`config.mk`:
```
export PLATFORM = sky130hd
export DESIGN_NAME = layer_output_serializer_flat
export DESIGN_NICKNAME = d
export VERILOG_FILES = /design/src/rtl/layer_output_serializer_pkg.sv /design/src/rtl/layer_output_serializer_if.sv /design/src/rtl/layer_output_serializer_lane_capture_bank.sv /design/src/rtl/layer_output_serializer.sv /design/src/flat_wrapper.sv
export SDC_FILE = /design/constraint.sdc
export NUM_CORES = 1
export LEC_CHECK = 0
export ABC_AREA = 1
export BUFFER_PORTS_ARGS = -buffer_cell sky130_fd_sc_hd__buf_2
export CAP_MARGIN = 20
export CORE_MARGIN = 4
export CORE_UTILIZATION = 40
export CTS_CLUSTER_DIAMETER = 120
export DETAILED_ROUTE_END_ITERATION = 6
export HOLD_SLACK_MARGIN = 0.05
export PLACE_DENSITY = 0.68
export SYNTH_ARGS = -nofsm -noshare
export SYNTH_HDL_FRONTEND = slang
export SYNTH_SLANG_ARGS = --single-unit
export TNS_END_PERCENT = 10
```
`constraint.sdc`:
```
create_clock -name clk -period 21.3 [get_ports clk]
set_input_delay 1.065 -clock clk [delete_from_list [all_inputs] [get_ports clk]]
set_output_delay 1.065 -clock clk [all_outputs]
set_load 0.005 [all_outputs]
```
`src/rtl/layer_output_serializer_pkg.sv`:
```
// Shared types and defaults for the layer output serializer.
// It also provides a helper that sizes the word index.
package layer_output_serializer_pkg;

  localparam int DEFAULT_NUM_NEURONS = 10;
  localparam int DEFAULT_DATA_WIDTH  = 16;

  typedef enum logic {SER_IDLE, SER_SHIFT} ser_state_t;

  // A single-neuron layer still needs a one-bit index.
  function automatic int idx_width(input int n);
    return (n > 1) ? $clog2(n) : 1;
  endfunction

endpackage

```
`src/rtl/layer_output_serializer_if.sv`:
```
// Parallel activation bus in, serialized word stream out.
// Also carries the busy and overflow status flags.
interface layer_output_serializer_if
  import layer_output_serializer_pkg::*;
#(
  parameter int NUM_NEURONS = DEFAULT_NUM_NEURONS,
  parameter int DATA_WIDTH  = DEFAULT_DATA_WIDTH
) ();

  logic [NUM_NEURONS*DATA_WIDTH-1:0] in_data;
  logic [NUM_NEURONS-1:0]            in_valid;
  logic [DATA_WIDTH-1:0]             out_data;
  logic                              out_valid;
  logic                              out_ready;
  logic                              out_last;
  logic                              busy;
  logic                              overflow;

  modport master (
    output in_data, in_valid, out_ready,
    input  out_data, out_valid, out_last, busy, overflow
  );

  modport slave (
    input  in_data, in_valid, out_ready,
    output out_data, out_valid, out_last, busy, overflow
  );

endinterface

```
`src/rtl/layer_output_serializer_lane_capture_bank.sv`:
```
// Per-lane capture registers and an arrival mask for one frame.
// frame_data merges this cycle's accepted lanes so that a frame can be loaded at its completing edge.
module lane_capture_bank #(
  parameter int NUM_NEURONS = 10,
  parameter int DATA_WIDTH  = 16
) (
  input  logic                              clk,
  input  logic                              rst,
  input  logic [NUM_NEURONS*DATA_WIDTH-1:0] in_data,
  input  logic [NUM_NEURONS-1:0]            in_valid,
  input  logic                              accept,
  output logic [NUM_NEURONS-1:0]            mask,
  output logic                              frame_done,
  output logic [NUM_NEURONS*DATA_WIDTH-1:0] frame_data
);

  logic [DATA_WIDTH-1:0]  lane_q [NUM_NEURONS];
  logic [NUM_NEURONS-1:0] take;

  assign take       = accept ? in_valid : '0;
  assign frame_done = &(mask | take);

  for (genvar i = 0; i < NUM_NEURONS; i++) begin : g_view
    assign frame_data[i*DATA_WIDTH +: DATA_WIDTH] =
      take[i] ? in_data[i*DATA_WIDTH +: DATA_WIDTH] : lane_q[i];
  end

  always_ff @(posedge clk or posedge rst) begin
    if (rst) begin
      mask <= '0;
      for (int i = 0; i < NUM_NEURONS; i++) lane_q[i] <= '0;
    end else begin
      mask <= frame_done ? '0 : (mask | take);
      for (int i = 0; i < NUM_NEURONS; i++)
        if (take[i]) lane_q[i] <= in_data[i*DATA_WIDTH +: DATA_WIDTH];
    end
  end

endmodule

```
`src/rtl/layer_output_serializer.sv`:
```
// Collects one activation per neuron into a frame and streams the frame out, lane 0 first.
// A completed frame waits in the capture bank while the previous frame drains from the shift buffer.
//   state     | meaning
//   SER_IDLE  | shift buffer empty, out_valid low
//   SER_SHIFT | presenting shift buffer word [index]
module layer_output_serializer
  import layer_output_serializer_pkg::*;
#(
  parameter int NUM_NEURONS = DEFAULT_NUM_NEURONS,
  parameter int DATA_WIDTH  = DEFAULT_DATA_WIDTH
) (
  input logic                    clk,
  input logic                    rst,
  layer_output_serializer_if.slave bus
);

  localparam int IDX_W = idx_width(NUM_NEURONS);
  localparam logic [IDX_W-1:0] LAST_IDX = IDX_W'(NUM_NEURONS - 1);

  ser_state_t                        state_q, state_d;
  logic [IDX_W-1:0]                  index_q;
  logic                              pend_q;
  logic                              overflow_q;
  logic [DATA_WIDTH-1:0]             shift_q [NUM_NEURONS];
  logic [NUM_NEURONS-1:0]            mask;
  logic                              frame_done;
  logic [NUM_NEURONS*DATA_WIDTH-1:0] frame_data;
  logic                              hs, last_hs, out_free, load_new, load_pend, load;

  lane_capture_bank #(
    .NUM_NEURONS(NUM_NEURONS),
    .DATA_WIDTH (DATA_WIDTH)
  ) u_bank (
    .clk       (clk),
    .rst       (rst),
    .in_data   (bus.in_data),
    .in_valid  (bus.in_valid),
    .accept    (!pend_q),
    .mask      (mask),
    .frame_done(frame_done),
    .frame_data(frame_data)
  );

  assign hs        = (state_q == SER_SHIFT) && bus.out_ready;
  assign last_hs   = hs && (index_q == LAST_IDX);
  assign out_free  = (state_q == SER_IDLE) || last_hs;
  assign load_new  = frame_done && out_free;
  // With pend set the bank accepts nothing, so frame_data is exactly the held frame.
  assign load_pend = pend_q && last_hs;
  assign load      = load_new || load_pend;

  always_ff @(posedge clk or posedge rst) begin
    if (rst) state_q <= SER_IDLE;
    else     state_q <= state_d;
  end

  always_comb begin
    state_d = state_q;
    case (state_q)
      SER_IDLE:  if (load) state_d = SER_SHIFT;
      SER_SHIFT: if (last_hs && !load) state_d = SER_IDLE;
      default:   state_d = SER_IDLE;
    endcase
  end

  always_comb begin
    bus.out_valid = (state_q == SER_SHIFT);
    bus.out_data  = bus.out_valid ? shift_q[index_q] : '0;
    bus.out_last  = bus.out_valid && (index_q == LAST_IDX);
    bus.busy      = (state_q == SER_SHIFT) || pend_q || (mask != '0);
    bus.overflow  = overflow_q;
  end

  always_ff @(posedge clk or posedge rst) begin
    if (rst) begin
      index_q    <= '0;
      pend_q     <= 1'b0;
      overflow_q <= 1'b0;
      for (int i = 0; i < NUM_NEURONS; i++) shift_q[i] <= '0;
    end else begin
      if (load) begin
        index_q <= '0;
        for (int i = 0; i < NUM_NEURONS; i++)
          shift_q[i] <= frame_data[i*DATA_WIDTH +: DATA_WIDTH];
      end else if (hs) begin
        index_q <= index_q + 1'b1;
      end

      if (load_pend)                   pend_q <= 1'b0;
      else if (frame_done && !out_free) pend_q <= 1'b1;

      // Dropped input while a frame is pending, or a lane repeated before its frame completed.
      if ((pend_q && (bus.in_valid != '0)) || ((bus.in_valid & mask) != '0))
        overflow_q <= 1'b1;
    end
  end

endmodule

```
`src/flat_wrapper.sv`:
```
// flat-port wrapper written by rule: the top's interface ports become plain ports
module layer_output_serializer_flat import layer_output_serializer_pkg::*;
#(
  parameter int NUM_NEURONS = DEFAULT_NUM_NEURONS,
  parameter int DATA_WIDTH  = DEFAULT_DATA_WIDTH
)
  (clk, rst, bus_in_data, bus_in_valid, bus_out_ready, bus_out_data, bus_out_valid, bus_out_last, bus_busy, bus_overflow);
  layer_output_serializer_if #(.NUM_NEURONS(NUM_NEURONS), .DATA_WIDTH(DATA_WIDTH)) bus_i ();
  input logic clk;
  input logic rst;
  input wire logic [$bits(bus_i.in_data)-1:0] bus_in_data;
  input wire logic [$bits(bus_i.in_valid)-1:0] bus_in_valid;
  input wire logic [$bits(bus_i.out_ready)-1:0] bus_out_ready;
  output wire logic [$bits(bus_i.out_data)-1:0] bus_out_data;
  output wire logic [$bits(bus_i.out_valid)-1:0] bus_out_valid;
  output wire logic [$bits(bus_i.out_last)-1:0] bus_out_last;
  output wire logic [$bits(bus_i.busy)-1:0] bus_busy;
  output wire logic [$bits(bus_i.overflow)-1:0] bus_overflow;
  assign bus_i.in_data = bus_in_data;
  assign bus_i.in_valid = bus_in_valid;
  assign bus_i.out_ready = bus_out_ready;
  assign bus_out_data = bus_i.out_data;
  assign bus_out_valid = bus_i.out_valid;
  assign bus_out_last = bus_i.out_last;
  assign bus_busy = bus_i.busy;
  assign bus_overflow = bus_i.overflow;
  layer_output_serializer #(.NUM_NEURONS(NUM_NEURONS), .DATA_WIDTH(DATA_WIDTH)) u_core (.clk(clk), .rst(rst), .bus(bus_i));
endmodule
```
==> results of run 1 <==
-- layout make-up --
type	instances	area, um^2
fillers	3490	19400
inverters	34	135
clock inverters	11	138
multi-input cells	1144	5870
well taps	468	586
clock buffers	52	1060
flip-flops and latches	337	8430
repair buffers	206	1110
-- worst max-delay path, stage by stage (launching register included) --
cell and delay [ns]:
dfrtp_2 0.34, buf_4 0.74, clkinv_1 0.99, buf_4 0.58, o21ai_0 0.43, nand3_1 0.16, nand3_1 0.15, a21oi_1 0.11
buf_2 0.15
-- where the power goes --
group	internal [mW]	switching (mW)
Combinational	0.355	0.652
Clock	0.383	0.255
Sequential	0.946	0.137
-- cell families after synthesis --
logic type / share of synthesized area
DFF: 0.564
xor gates and xnor gates: 0.00176
buffers and inverters: 0.0459
and+or+nand+nor: 0.273
adders and majority gates: 0.00167
AOI/OAI and AO/OA: 0.0294
muxes: 0.0843
-- worst paths after layout --
check	to	slack, ns
worst max-delay path	bus_out_data[5]	16.05
worst min-delay path	u_core.u_bank.lane_q[134]$_DFF_PP0_	0.48
worst max register to register	u_core.index_q[0]$_DFFE_PP0P_	16.79
worst min register to register	u_core.u_bank.lane_q[134]$_DFF_PP0_	0.48
max in group asynchronous	u_core.u_bank.lane_q[10]$_DFF_PP0_	18.63
min in group asynchronous	u_core.u_bank.lane_q[76]$_DFF_PP0_	0.68
-- flip-flops by register name, indices dropped and copies added (netlist names) --
signal and cells:
u_core.shift_q 160, u_core.u_bank.lane_q 160, u_core.u_bank.mask 10, u_core.index_q 4, u_core.bus.out_valid 1, u_core.bus.overflow 1, u_core.pend_q 1
-- through the flow --
step	utilization	hold WS, ns	total power [mW]	setup slack, ns	area, um^2
global route	0.471	0.500	2.91	15.82	17300
finish	0.471	0.481	2.73	16.05	17300
floorplan	-	0.445	1.77	10.90	15000
CTS	0.469	0.479	2.73	16.14	17300
global placement	0.437	0.464	2.06	16.64	16100
detailed placement	0.437	0.463	2.08	16.67	16100
-- synth_stat cells --
library cell / number / area [um^2]
nor2_1: 138 / 518
o21ai_0: 66 / 330
inv_2: 3 / 11.3
clkinv_1: 2 / 7.51
mux2_2: 112 / 1260
buf_2: 36 / 180
nor2_2: 2 / 12.5
nand2_2: 3 / 18.8
nand4_2: 1 / 12.5
dfrtp_1: 337 / 8430
o22ai_1: 1 / 6.26
nand2_1: 409 / 1540
or2_2: 1 / 6.26
nor4_1: 3 / 18.8
nor3_1: 1 / 5.00
inv_1: 29 / 109
a21oi_1: 19 / 95.1
nand3_1: 372 / 1860
nand2_4: 7 / 78.8
nand4_1: 3 / 18.8
xor2_1: 3 / 26.3
buf_6: 12 / 135
buf_1: 18 / 67.6
a221oi_1: 1 / 8.76
ha_1: 2 / 25.0
clkbuf_1: 47 / 176
-- routing by layer --
layer,GRT usage,part of all wire,vias up
li1,-,-,5652
met1,0.302,0.46,5935
met2,0.302,0.44,489
met3,0.0297,0.066,80
met4,0.0767,0.035,2
met5,0,0.00031,-
==> metrics, run 1 <==
Worst-Skew Late Latency=0.52 ns; Max VDD drop=roughly 0.061 mV; Final Non-Filler Cells=~2.3k; drt via density=5.40; setup_tns=0 ns; initial antenna violation count=1; CP required=20.24 ns; syn_area_per_cell=9.19 um^2; CTS clk-pin slew, worst paths=~0.06 ns; Diodes inserted=0; post-DP HPWL=approximately 28 mm; register area share after synthesis=0.564; hold_sp=u_core.u_bank.lane_q[134]$_DFF_PP0_; Die Y=201 um; Worst EP arrival=4.19 ns; Hold Vio Cnt, Final=0; vias after detailed routing=12.2k; # IOs=193; Power per Cell Area=157 nW/um^2; Syn Nets=1,803; Root Driver=clkbuf_16; DRC=0; Port Buf Inserts=192; first-pass GRT wire length=66.8 mm; Mapped Area=15,000 um^2; HP Class=flip-flop to flip-flop; Tot GR Track Use=0.203; CTS max path bufs=3; Leak=8.96 nW; Iteration-0 DRC Markers=1,117; Synth warnings=0; Max-cap violations=0; # setup viols final=0; total wire length=42.4 mm; gpl congestion=0.892; Routed Antenna Nets=0; unrepaired setup endpoints after global routing=false; number of cell rows=70; largest net degree at the start of global routing=around 110; initial core utilization=0.407; Fmax=190 MHz; CTS H-tree depth=2; TritonCTS buffer count=36; Chip Width=201 um; cells on worst reg2reg path=8; synthesis-to-layout area growth=15.9%; Slew @ Worst Pin=about 1.2 ns; clock skew=0.0157 ns; nets=1,934; vias in the first global route=12.1k; Setup Buffers After CTS=0; status=completed; fin crit share=0.246; WL/cell=18.8 um; R2R Path Start=u_core.index_q[0]$_DFFE_PP0P_; fin. max-slew vios=0; Sink Count=337; Slew HR=0.224; layout cells sized above 1=0.221; CP startpoint=u_core.index_q[0]$_DFFE_PP0P_; Worst Setup Start Kind=flip-flop; CP Class=flip-flop to output pin; Post-Syn Instances=1,628; crit end category=output pin; commonest non-fill, non-tap cells in the layout=407 x nand2_1, 372 x nand3_1, 336 x dfrtp_1; Inst Count DP=around 2.2k; commonest non-fill, non-tap cell in the layout=nand2_1; Tmin final=~5.3 ns; core area=about 37,000 um^2; TritonRoute pass-1 iters=5; CTS tree=built; Die Footprint=40,600 um^2; WHS Path Cells=2; Netlist cell types=26; Hold-fix buffers, CTS=0; GRT Residual Overflow=0; crit-path max FO=85; Resize count post-CTS=0; synthesis-stage register bit count=337
Power figures use the tool's default switching activity.
==> run 2: changes to the inputs <==
--- a/config.mk
+++ b/config.mk
@@ -13,7 +13,7 @@
 export CTS_CLUSTER_DIAMETER = 120
 export DETAILED_ROUTE_END_ITERATION = 6
 export HOLD_SLACK_MARGIN = 0.05
-export PLACE_DENSITY = 0.68
+export PLACE_DENSITY = 0.7
 export SYNTH_ARGS = -nofsm -noshare
 export SYNTH_HDL_FRONTEND = slang
 export SYNTH_SLANG_ARGS = --single-unit
==> constraint.sdc (replaced) <==
create_clock -name clk -period 4.4 [get_ports clk]
set_input_delay 0.22 -clock clk [delete_from_list [all_inputs] [get_ports clk]]
set_output_delay 0.22 -clock clk [all_outputs]
set_load 0.005 [all_outputs]
==> run 2 against run 1 <==
Compared with the run above:
- sequential cell count unchanged
- die area unchanged
- highest routed layer is now met4
- final cell count increased by 7.4%
- routed wire length increased by 4.3%
- critical path type unchanged
- combinational power increased to 4.9 times the previous value
- setup slack got worse by 15 ns
- largest power group unchanged
- utilization increased by 4.8 points
==> metrics, run 2 (synthesis results as in run 1) <==
# setup viols final=0; Sink Count=337; post-DP HPWL=29.3 mm; status=completed; Slew @ Worst Pin=1.13 ns; synthesis-to-layout area growth=27.7%; Hold Vio Cnt, Final=0; TritonCTS buffer count=37; Die Y=201 um; fin util=0.519; fin crit share=0.816; vias after detailed routing=12.7k; Power per Cell Area=712 nW/um^2; routed wl met3=between 3 and 4 mm; number of cell rows=70; Iteration-0 DRC Markers=1,107; CP required=4.18 ns; TritonRoute pass-1 iters=5; commonest non-fill, non-tap cell in the layout=nand2_1; unrepaired setup endpoints after global routing=false; CTS tree=built; final instance area=19,100 um^2; cells on worst reg2reg path=10; WHS Path Cells=4; Inst Count DP=2,191; first-pass GRT wire length=a little over 70 mm; Die Footprint=40,600 um^2; clock skew=0.0227 ns; gpl congestion=0.888; Root Driver=clkbuf_16; initial core utilization=0.407; Chip Width=201 um; Worst Setup Start Kind=flip-flop; Setup Buffers After CTS=0; WL/cell=18.3 um; met2 WL=19.5 mm; Worst EP arrival=3.37 ns; CTS H-tree depth=2; largest net degree at the start of global routing=190; DR top layer=met4; total wire length=44.2 mm; initial antenna violation count=1; Max-cap violations=0; core area=~37,000 um^2; Port Buf Inserts=192; biggest regs=u_core.shift_q: 160 flops, u_core.u_bank.lane_q: 160 flops, u_core.u_bank.mask: 10 flops; Leak=9.70 nW; commonest non-fill, non-tap cells in the layout=407 x nand2_1, 372 x nand3_1, 336 x dfrtp_1; CTS max path bufs=3; drt via density=5.26; fin. max-slew vios=0; DRC=0; Routed Antenna Nets=0; Tmin final=around 3.6 ns; CTS clk-pin slew, worst paths=roughly 0.06 ns; layout cells sized above 1=0.206; Slew HR=0.245; Tot GR Track Use=0.215; crit end category=output pin; nets=about 2.1k; WL met1=19.4 mm; GRT Residual Overflow=0; crit-path max FO=48; DP Area=around 16,000 um^2; Fmax=roughly 280 MHz; setup_tns=0 ns; CP Class=flip-flop to output pin; Max VDD drop=around 0.4 mV; vias in the first global route=12.9k; Worst-Skew Late Latency=0.53 ns; HP Class=input port to flip-flop; Final Non-Filler Cells=2,419; # IOs=between 150 and 200
==> run 2: cell count changes in the layout (fill, tap and decap cells not counted), sizes merged, moves of 2 or more <==
cell / delta
dlygate4sd3: +163
bufinv: +3
clkbuf: -3
buf: +2
clkinvlp: +2
==> run 2: metrics by stage <==
stage	hold WS, ns	power [mW]	worst slack (ns)
3_3_place_gp	0.229	9.99	1.17
3_5_place_dp	0.233	10.1	1.08
5_1_grt	0.260	14.5	0.647
6_report	0.222	13.6	0.809
4_1_cts	0.203	13.6	0.916
2_1_floorplan	0.350	8.58	-0.325
==> run 2: worst paths after layout <==
kind	slack (ns)	end	from
max in group asynchronous	2.75	u_core.u_bank.lane_q[7]$_DFF_PP0_	rst
hold / removal	0.22	u_core.index_q[0]$_DFFE_PP0P_	bus_out_ready
setup reg to reg	1.05	u_core.shift_q[96]$_DFFE_PP0P_	u_core.pend_q$_DFFE_PP0P_
min in group asynchronous	0.26	u_core.u_bank.lane_q[65]$_DFF_PP0_	rst
hold reg to reg	0.48	u_core.u_bank.lane_q[121]$_DFF_PP0_	u_core.u_bank.lane_q[121]$_DFF_PP0_
setup / recovery	0.81	bus_out_data[5]	u_core.index_q[0]$_DFFE_PP0P_
==> run 2: critical path, stage by stage (launching register included) <==
cell      delay (ns)
dfrtp_2         0.36
buf_4           0.32
clkinv_1        0.69
buf_4           0.54
o21ai_0         0.44
nand3_1         0.14
nand3_1         0.10
a21oi_1         0.10
buf_2           0.15
==> run 2: power by group <==
group	switching (mW)	total [mW]	internal (mW)	leakage, nW
Combinational	3.12	4.95	1.83	4.79
Sequential	0.755	5.34	4.58	4.26
Clock	1.25	3.31	2.07	0.646
==> run 2: area by class of cell <==
class | instances | area [um^2]
diodes | 1 | 2.50
clock buffers | 49 | 1070
clock inverters | 15 | 235
fillers | 3329 | 17700
inverters | 34 | 131
multi-input cells | 1144 | 5870
flip-flops and latches | 337 | 8430
well taps | 468 | 586
repair buffers | 371 | 2780
==> run 2: timing repair <==
action,4_1_cts,5_1_grt
endpoints found under the setup margin,0,0
resized for setup,0,0
hold buffers,163,0
endpoints found under the hold margin,174,0
==> run 2: routing by layer <==
metal | track usage | vias to the layer above
met4 | 0.0796 | 0
met5 | 0 | -
li1 | - | 5986
met1 | 0.309 | 6107
met2 | 0.325 | 554
met3 | 0.0446 | 87
==> run 3: changes to the inputs <==
==> constraint.sdc (replaced) <==
create_clock -name clk -period 3.3 [get_ports clk]
set_input_delay 0.165 -clock clk [delete_from_list [all_inputs] [get_ports clk]]
set_output_delay 0.165 -clock clk [all_outputs]
set_load 0.005 [all_outputs]
==> run 3 against run 2 <==
Compared with the run above:
- combinational power rose by 36%
- via count up 0.50%
- sequential share of layout area decreased by 0.16 points
- clock power is 31% higher
- sequential power increased by 32%
- utilization increased by 0.19 points
- first-iteration DRC count grew 8.9%
- global-route usage is 0.053 points higher
- register-to-register slack got worse by 0.36 ns
==> metrics, run 3 (synthesis results as in run 1) <==
status=completed; Diodes inserted=0; R2R Path Start=u_core.pend_q$_DFFE_PP0P_; vias after detailed routing=between 10k and 15k; hold_ws=roughly 0.12 ns; max incr delay on CP=about 0.64 ns; biggest regs=u_core.shift_q: 160 flops, u_core.u_bank.lane_q: 160 flops, u_core.u_bank.mask: 10 flops; Setup Buffers After CTS=0; Power per Cell Area=945 nW/um^2; Chip Width=201 um; TritonCTS buffer count=37; largest net degree at the start of global routing=163; final instance area=19,200 um^2; layout cells sized above 1=0.208; DRC=0; Multi-input gate area=5870 um^2; Worst EP arrival=~2.8 ns; WL/cell=about 18 um; Reg area=8430 um^2; WHS Path Cells=4; internal reg-to-reg setup slack=0.69 ns; dpl ws=around 0.74 ns; Port Buf Inserts=192; nets=~2.1k; Fmax=343 MHz; cells on worst reg2reg path=11; unrepaired setup endpoints after global routing=false; Tot GR Track Use=0.216; fin crit share=0.883; number of cell rows=70; Crit-path slowest cell=dfrtp_2; core area=about 37,000 um^2; total wire length=roughly 44 mm; CTS max path bufs=3; Tmin final=2.92 ns; CP Class=flip-flop to output pin; vias in the first global route=13.2k; Root Driver=clkbuf_16; Die Y=201 um; CTS tree=built; commonest non-fill, non-tap cells in the layout=407 x nand2_1, 372 x nand3_1, 336 x dfrtp_1; HP Class=input port to flip-flop; post-DP HPWL=28.6 mm; CP required=3.13 ns; hold_sp=bus_out_ready; # IOs=slightly below 200; Hold Vio Cnt, Final=0; setup ws final=0.385 ns; first-pass GRT wire length=71.5 mm; Sink Count=approximately 340; # setup viols final=0; initial antenna violation count=4; crit end category=output pin; Worst-Skew Late Latency=0.53 ns; FILL cells=between 3k and 4k; Routed Antenna Nets=0; CTS H-tree depth=2; fin. max-slew vios=0; clock skew=0.0198 ns; reg2reg end=u_core.shift_q[66]$_DFFE_PP0P_; CTS clk-pin slew, worst paths=around 0.06 ns; commonest non-fill, non-tap cell in the layout=nand2_1; drt via density=5.28; Slew @ Worst Pin=approximately 0.97 ns; initial core utilization=0.407; total power=around 18 mW; Slew HR=0.352; GRT Residual Overflow=0; Hold Path Sink=u_core.index_q[0]$_DFFE_PP0P_; Max VDD drop=about 0.60 mV; CP cell instances=clkinv_1 > buf_4 > o21ai_0 > nand3_1 > nand3_1 > a21oi_1 > buf_2; Max-cap violations=0; DP Area=16,200 um^2; most frequent CP cell=nand3_1; Leak=9.71 nW; crit-path max FO=48; Die Footprint=40,600 um^2; gpl congestion=0.858; Worst Setup Start Kind=flip-flop; TritonRoute pass-1 iters=5; Iteration-0 DRC Markers=1,205; synthesis-to-layout area growth=28.2%
run 3: per-stage QoR:
| stage | cells | setup TNS, ns | util |
|---|---|---|---|
| floorplan | 1628 | -461.55 | - |
| global placement | 2195 | 0 | 0.442 |
| detailed placement | 2195 | 0 | 0.442 |
| CTS | 2426 | 0 | 0.521 |
| global route | 2426 | 0 | 0.521 |
| finish | 2426 | 0 | 0.521 |
run 3: cell type report:
class | instances | share of cell area
Inverter | 34 | 0.00685
Multi-Input combinational cell | 1144 | 0.306
Clock buffer | 47 | 0.0534
Sequential cell | 337 | 0.440
Tap cell | 468 | 0.0305
Clock inverter | 20 | 0.0140
Timing Repair Buffer | 376 | 0.149
run 3: worst max-delay path by stage:
| stage | from | to |
|---|---|---|
| floorplan | rst | u_core.bus.out_valid$_DFF_PP0_ |
| global placement | u_core.pend_q$_DFFE_PP0P_ | u_core.shift_q[69]$_DFFE_PP0P_ |
| detailed placement | u_core.pend_q$_DFFE_PP0P_ | u_core.shift_q[39]$_DFFE_PP0P_ |
| CTS | u_core.index_q[0]$_DFFE_PP0P_ | bus_out_data[5] |
| global route | u_core.index_q[0]$_DFFE_PP0P_ | bus_out_data[5] |
| finish | u_core.index_q[0]$_DFFE_PP0P_ | bus_out_data[5] |
run 3: worst max-delay path, delay by kind of cell, from the launching register on:
family,cells,cell delay [ns]
DFF,1,0.64
buffers and inverters,3,0.65
AOI/OAI and AO/OA,2,0.56
and+or+nand+nor,2,0.34
run 3: what timing repair did:
item | 4_1_cts | 5_1_grt
hold buffers | 164 | 0
resized for setup | 0 | 0
endpoints found under the setup margin | 0 | 0
endpoints found under the hold margin | 333 | 0
run 3: power breakdown:
group          internal (mW)  leakage [nW]  switching, mW
clock                   2.61         0.622           1.74
sequential              6.11          4.26          0.917
combinational           2.49          4.83           4.26
run 3: per-layer routing:
| layer | wire length, um | vias up | track usage |
|---|---|---|---|
| met5 | 36 | - | 0 |
| met3 | 3040 | 89 | 0.0424 |
| li1 | - | 6010 | - |
| met4 | 1470 | 8 | 0.0710 |
| met2 | 20000 | 470 | 0.330 |
| met1 | 19800 | 6221 | 0.311 |
